**config.mk**
```make
export PLATFORM = sky130hd
export DESIGN_NAME = keypad_reg_alu
export DESIGN_NICKNAME = d
export VERILOG_FILES = /design/src/rtl/keypad_reg_alu_pkg.sv /design/src/rtl/keypad_scanner.sv /design/src/rtl/keypad_reg_alu.sv
export SDC_FILE = /design/constraint.sdc
export NUM_CORES = 1
export LEC_CHECK = 0
export ABC_AREA = 0
export CELL_PAD_IN_SITES_DETAIL_PLACEMENT = 1
export CELL_PAD_IN_SITES_GLOBAL_PLACEMENT = 1
export CORE_ASPECT_RATIO = 1.4
export CORE_MARGIN = 5
export CORE_UTILIZATION = 38
export CTS_CLUSTER_DIAMETER = 80
export DETAILED_ROUTE_END_ITERATION = 7
export PLACE_DENSITY = 0.75
export SLEW_MARGIN = 20
export SYNTH_ARGS = -nofsm -noshare
export SYNTH_HDL_FRONTEND = slang
export SYNTH_SLANG_ARGS = --single-unit
```
**constraint.sdc**
```tcl
create_clock -name clk -period 4.05 [get_ports clk]
set_input_delay 0.405 -clock clk [delete_from_list [all_inputs] [get_ports clk]]
set_output_delay 0.405 -clock clk [all_outputs]
set_load 0.02 [all_outputs]
```
**src/rtl/keypad_reg_alu_pkg.sv**
```systemverilog
// keypad_reg_alu_pkg: opcodes, ALU states and keypad code constants shared by the keypad/register/ALU datapath.
package keypad_reg_alu_pkg;
  typedef enum logic [2:0] {
    OP_ADD, OP_SUB, OP_AND, OP_OR, OP_XOR, OP_SHL, OP_SHR, OP_MUL
  } op_e;
  typedef enum logic [1:0] {IDLE, CAPT, EXEC} alu_state_e;
  localparam int KEY_W = 4;
  // Scan results carry an extra MSB so "no key" is distinct from all 16 codes.
  localparam logic [KEY_W:0] KEY_NONE = 5'h10;
endpackage

```
**src/rtl/keypad_scanner.sv**
```systemverilog
// keypad_scanner: rotates a one-hot column drive, resolves the lowest pressed key per scan
// and emits one debounced key event per press.
module keypad_scanner
  import keypad_reg_alu_pkg::*;
#(
  parameter int SCAN_DIV = 16,
  parameter int DEBOUNCE = 3
) (
  input  logic             clk,
  input  logic             rst_n,
  input  logic             ena,
  input  logic [3:0]       key_row,
  output logic [3:0]       key_col,
  output logic             key_evt,
  output logic [KEY_W-1:0] key_code
);
  localparam int DW = $clog2(SCAN_DIV);
  localparam int CW = $clog2(DEBOUNCE + 1);
  logic [DW-1:0] div_q;
  logic [1:0]    col_q, row_idx;
  logic [KEY_W:0] scan_q, last_q, hit, scan_d;
  logic [CW-1:0] cnt_q, cnt_d;
  logic          armed_q, step_end, scan_done;
  assign step_end  = ena && div_q == DW'(SCAN_DIV - 1);
  assign scan_done = step_end && col_q == 2'd3;
  assign row_idx   = key_row[0] ? 2'd0 : key_row[1] ? 2'd1 : key_row[2] ? 2'd2 : 2'd3;
  assign hit       = |key_row ? {1'b0, col_q, row_idx} : KEY_NONE;
  // Columns are visited in ascending order, so the first hit in a scan is the lowest column.
  assign scan_d    = scan_q[KEY_W] ? hit : scan_q;
  assign cnt_d     = scan_d != last_q ? CW'(1) : cnt_q == CW'(DEBOUNCE) ? cnt_q : cnt_q + 1'b1;
  assign key_evt   = scan_done && armed_q && !scan_d[KEY_W] && cnt_d == CW'(DEBOUNCE);
  assign key_code  = scan_d[KEY_W-1:0];
  assign key_col   = 4'b0001 << col_q;
  always_ff @(posedge clk) begin
    if (!rst_n) begin
      div_q   <= '0;
      col_q   <= '0;
      scan_q  <= KEY_NONE;
      last_q  <= KEY_NONE;
      cnt_q   <= '0;
      armed_q <= 1'b1;
    end else if (ena) begin
      div_q <= step_end ? '0 : div_q + 1'b1;
      if (step_end) begin
        col_q  <= col_q + 1'b1;
        scan_q <= scan_done ? KEY_NONE : scan_d;
      end
      if (scan_done) begin
        last_q  <= scan_d;
        cnt_q   <= cnt_d;
        armed_q <= scan_d[KEY_W] | (armed_q & ~key_evt);
      end
    end
  end
endmodule

```
**src/rtl/keypad_reg_alu.sv**
```systemverilog
// keypad_reg_alu: keypad entry buffer, register file and 2-cycle handshaked ALU.
// Define KEYPAD_REG_ALU_MUL_EN to make opcode 111 a multiply instead of an A pass-through.
module keypad_reg_alu
  import keypad_reg_alu_pkg::*;
#(
  parameter int DATA_W   = 8,
  parameter int NREGS    = 4,
  parameter int SCAN_DIV = 16,
  parameter int DEBOUNCE = 3,
  localparam int ADDR_W  = $clog2(NREGS)
) (
  input  logic              clk,
  input  logic              rst_n,
  input  logic              ena,
  input  logic [3:0]        key_row,
  output logic [3:0]        key_col,
  input  logic              wr_en,
  input  logic [ADDR_W-1:0] wr_addr,
  input  logic [ADDR_W-1:0] addr_a,
  input  logic [ADDR_W-1:0] addr_b,
  input  logic [2:0]        op,
  input  logic              op_start,
  output logic              op_ready,
  output logic [DATA_W-1:0] result,
  output logic              res_valid,
  output logic              zero_flag,
  output logic              carry_flag,
  output logic [DATA_W-1:0] entry
);
  logic              key_evt;
  logic [KEY_W-1:0]  key_code;
  logic [DATA_W-1:0] regs_q [NREGS];
  logic [DATA_W-1:0] entry_q, entry_d, a_q, b_q, result_q;
  logic [DATA_W:0]   alu_w;
  logic              carry_q, zero_q;
  op_e               op_q;
  alu_state_e        state_q, state_d;
  keypad_scanner #(.SCAN_DIV(SCAN_DIV), .DEBOUNCE(DEBOUNCE)) u_scan (
    .clk(clk), .rst_n(rst_n), .ena(ena), .key_row(key_row),
    .key_col(key_col), .key_evt(key_evt), .key_code(key_code)
  );
  assign entry_d = key_evt ? (wr_en ? DATA_W'(key_code) : {entry_q[DATA_W-5:0], key_code})
                           : (wr_en ? '0 : entry_q);
  assign state_d = state_q == IDLE ? (op_start ? CAPT : IDLE) : state_q == CAPT ? EXEC : IDLE;
`ifdef KEYPAD_REG_ALU_MUL_EN
  logic [2*DATA_W-1:0] prod;
  assign prod = a_q * b_q;
`endif
  always_comb begin
    alu_w = '0;
    case (op_q)
      OP_ADD: alu_w = {1'b0, a_q} + {1'b0, b_q};
      OP_SUB: alu_w = {1'b0, a_q} - {1'b0, b_q};
      OP_AND: alu_w = {1'b0, a_q & b_q};
      OP_OR:  alu_w = {1'b0, a_q | b_q};
      OP_XOR: alu_w = {1'b0, a_q ^ b_q};
      OP_SHL: alu_w = {a_q, 1'b0};
      OP_SHR: alu_w = {a_q[0], 1'b0, a_q[DATA_W-1:1]};
`ifdef KEYPAD_REG_ALU_MUL_EN
      OP_MUL: alu_w = {|prod[2*DATA_W-1:DATA_W], prod[DATA_W-1:0]};
`else
      OP_MUL: alu_w = {1'b0, a_q};
`endif
    endcase
  end
  // Results land at the end of CAPT so they are already stable while res_valid is high in EXEC.
  always_ff @(posedge clk) begin
    if (!rst_n) begin
      state_q  <= IDLE;
      a_q      <= '0;
      b_q      <= '0;
      op_q     <= OP_ADD;
      result_q <= '0;
      carry_q  <= 1'b0;
      zero_q   <= 1'b0;
      entry_q  <= '0;
      regs_q   <= '{default: '0};
    end else if (ena) begin
      state_q <= state_d;
      entry_q <= entry_d;
      if (wr_en) regs_q[wr_addr] <= entry_q;
      if (state_q == IDLE && op_start) begin
        a_q  <= regs_q[addr_a];
        b_q  <= regs_q[addr_b];
        op_q <= op_e'(op);
      end
      if (state_q == CAPT) begin
        result_q <= alu_w[DATA_W-1:0];
        carry_q  <= alu_w[DATA_W];
        zero_q   <= alu_w[DATA_W-1:0] == '0;
      end
    end
  end
  assign op_ready   = state_q == IDLE;
  assign res_valid  = ena && state_q == EXEC;
  assign result     = result_q;
  assign carry_flag = carry_q;
  assign zero_flag  = zero_q;
  assign entry      = entry_q;
endmodule
```
==> out/qor.txt <==
initial antenna violation count: 0
outcome: complete, no violations
NumNets Final: 706
CTS tree: built
Final period util: 0.714
top cell type's share of synthesized area: 0.332
Routed Antenna Nets: 0
Synthesized Nets: 687
Seq/Total Area, Yosys: 0.332
FILL cells: 1,643
mux cell area share after synthesis: 0.111
total number of vias: 4,616
number of inserted diodes: 0
post-synthesis simple-gate area fraction: 0.224
core area: 14,000 um2
vias in the first global route: 4,997
synth cell count leaders: nand2_1 (146), dfxtp_1 (90), a21boi_0 (63), ha_1 (30), nor2_1 (30)
RSZ-0062 raised after global routing: false
XOR/XNOR Fraction of Synth Area: 0.0242
# rows: 51
cell taking the most area after synthesis: dfxtp_1
Reg clk slew, reported paths: 0.07 ns
Max FO, Critical Path: 8
total I/O pin count: 42
WS Path Type: flip-flop to flip-flop
H-tree Lvls: 3
drt pass-1 iters: 4
P&R area growth vs syn: 15.8%
Synth Register Bits: 90
Rel. slew slack: 0.256
CTS Buf Count: 9
Slew @ Worst Pin: 1.11 ns
gpl congestion: 0.842
Post-synth ARST share: 0
Clock Skews: 0.00723 ns
Congestion Overflow GR: 0
first-pass GRT wire length: 25,300 um
post-synthesis cell type count: 62
largest net degree at the start of global routing: 69
hold buffer count at cts: 0
total track usage: 0.184
Horiz. Die Dim: 111 um
CP arrival: 3.11 ns
WL final: 15,200 um
leakage: 2.18 nW
Hold Crit Class: flip-flop to flip-flop
postcts setup bufs: 0
total negative slack: 0 ns
Root Buffer: clkbuf_16
Vias/cell: 5.45
dominant synthesized flop cell: dfxtp_1
count leader, synth: nand2_1
DIE HEIGHT: 151 um
I/O Buffers: 41
share of layout cells above drive strength 1: 0.0801
Yosys warning count: 0
largest family of logic cells by synthesized area: simple AND/OR/NAND/NOR gates
adder-cell area share of the yosys netlist: 0.0728
post-cts sizing count: 0
mapped cell area: 5430 um2
Cells after Synth: 638
fin crit period: 2.89 ns
CP startpoint kind: flip-flop
Starting Density: 0.389
Power Total: 2.03 mW
HPWL Detailed: 11,300 um
P per Cell Area: 323 nW/um2
# DRC: 0
final setup fails: 0
CP Capture Type: flip-flop
max cap viols: 0
top cells by area, synth: dfxtp_1 (33%), nand2_1 (10%), a21boi_0 (8.7%)
Bufs on Longest Clock Path: 2
Req. time, crit path: 4.27 ns
fmax: 346 MHz
WL/cell: 18.0 um
fin. max-slew vios: 0
EDFF count, synth: 0
worst skew pair latency: 0.34 ns
Post-Syn Area per Cell: 8.52 um2
clock sink count: 90
Starting DRT DRC Count: 173
Die ar.: 16,800 um2
endpoints failing hold: 0
compound-cell area share of the yosys netlist: 0.184
maximum vdd drop: 0.190 mV
-- routing by layer --
metal | up-vias | part of all wire | track usage
met5 | - | 0 | 0
met4 | 0 | 0.027 | 0.0694
met3 | 23 | 0.023 | 0.0258
met2 | 60 | 0.55 | 0.367
met1 | 2275 | 0.40 | 0.196
li1 | 2258 | - | -
-- layout make-up --
type	instances	area, um2	share of cell area
clock buffers	9	225	0.0358
multi-input cells	482	3360	0.534
flip-flops and latches	90	1800	0.286
well taps	185	231	0.0368
inverters	27	101	0.0161
clock inverters	7	124	0.0197
repair buffers	47	450	0.0716
-- cell usage in the layout, fill, tap and decap left out, types with 2 or more instances in the layout --
cell type        netlist  layout
nand2_1              146     146
dfxtp_1               90      90
a21boi_0              63      63
clkdlybuf4s50_1        0      40
nor2_1                30      30
ha_1                  30      30
inv_1                 26      26
a21oi_1               21      21
mux2i_1               16      16
mux4_2                16      16
o21ai_0               15      15
nand3_1               14      14
xnor2_1               11      11
nand2b_1              11      11
and2_1                10      10
clkbuf_16              0       9
nor3_1                 7       7
nand3b_1               6       6
a22oi_1                6       6
nor2b_1                6       6
buf_4                  3       6
a221oi_1               5       5
o22ai_1                4       4
xor2_1                 4       4
o31ai_1                4       4
nor3b_1                4       4
a21o_1                 3       3
and3_1                 3       3
mux2_2                 3       3
a211oi_1               3       3
o31a_1                 3       3
nor4_1                 3       3
or3_1                  3       3
o211ai_1               3       3
bufinv_16              0       3
and4_1                 2       2
and3b_1                2       2
nand4_1                2       2
inv_6                  0       2
-- cell families after synthesis --
logic type,count (synthesis)
buffers and inverters,66
multiplexers,38
adder cells (fa/ha/maj),31
AO/OA/AOI/OAI,141
XOR/XNOR,15
AND/OR/NAND/NOR,257
flip-flops,90
-- worst max-delay path, stage by stage, from the launching register on --
cell	delay, ns
dfxtp_1	0.31
nor2_1	0.42
and2_1	0.29
nor2_1	0.08
xnor2_1	0.12
ha_1	0.35
nand3_1	0.13
a21oi_1	0.25
o31ai_1	0.13
xor2_1	0.17
a221oi_1	0.42
nor2_1	0.09
-- registers in the layout, summed over array words and instances, names as in the netlist --
signal,count
u_scan.div_q,4
regs_q,32
a_q,8
state_q,2
result,8
u_scan.armed_q,1
zero_flag,1
op_q,3
u_scan.cnt_q,2
carry_flag,1
u_scan.scan_q,5
entry,8
u_scan.col_q,2
u_scan.last_q,5
b_q,8
-- stage by stage --
stage / utilization / cells / setup slack [ns] / hold slack (ns) / area, um2
3_5_place_dp: 0.425 / 831 / 1.21 / 0.462 / 5940
4_1_cts: 0.450 / 847 / 1.17 / 0.472 / 6290
5_1_grt: 0.450 / 847 / 0.932 / 0.504 / 6290
2_1_floorplan: - / 638 / 1.34 / 0.450 / 5430
6_report: 0.450 / 847 / 1.16 / 0.467 / 6290
3_3_place_gp: 0.425 / 831 / 1.22 / 0.457 / 5940
-- worst paths after layout --
check | startpoint | endpoint | slack, ns | depth (start not counted)
min | result[3] | result[3] | 0.47 | 2
min reg2reg | result[3] | result[3] | 0.47 | 2
max | op_q[2] | carry_flag | 1.16 | 11
max reg2reg | op_q[2] | carry_flag | 1.16 | 11
-- where the power goes --
part	switching, mW	internal (mW)
combinational	0.0939	0.0620
clock	0.370	0.609
sequential	0.00557	0.890
total	0.469	1.56
No activity file was read; power rests on OpenSTA's default activity.
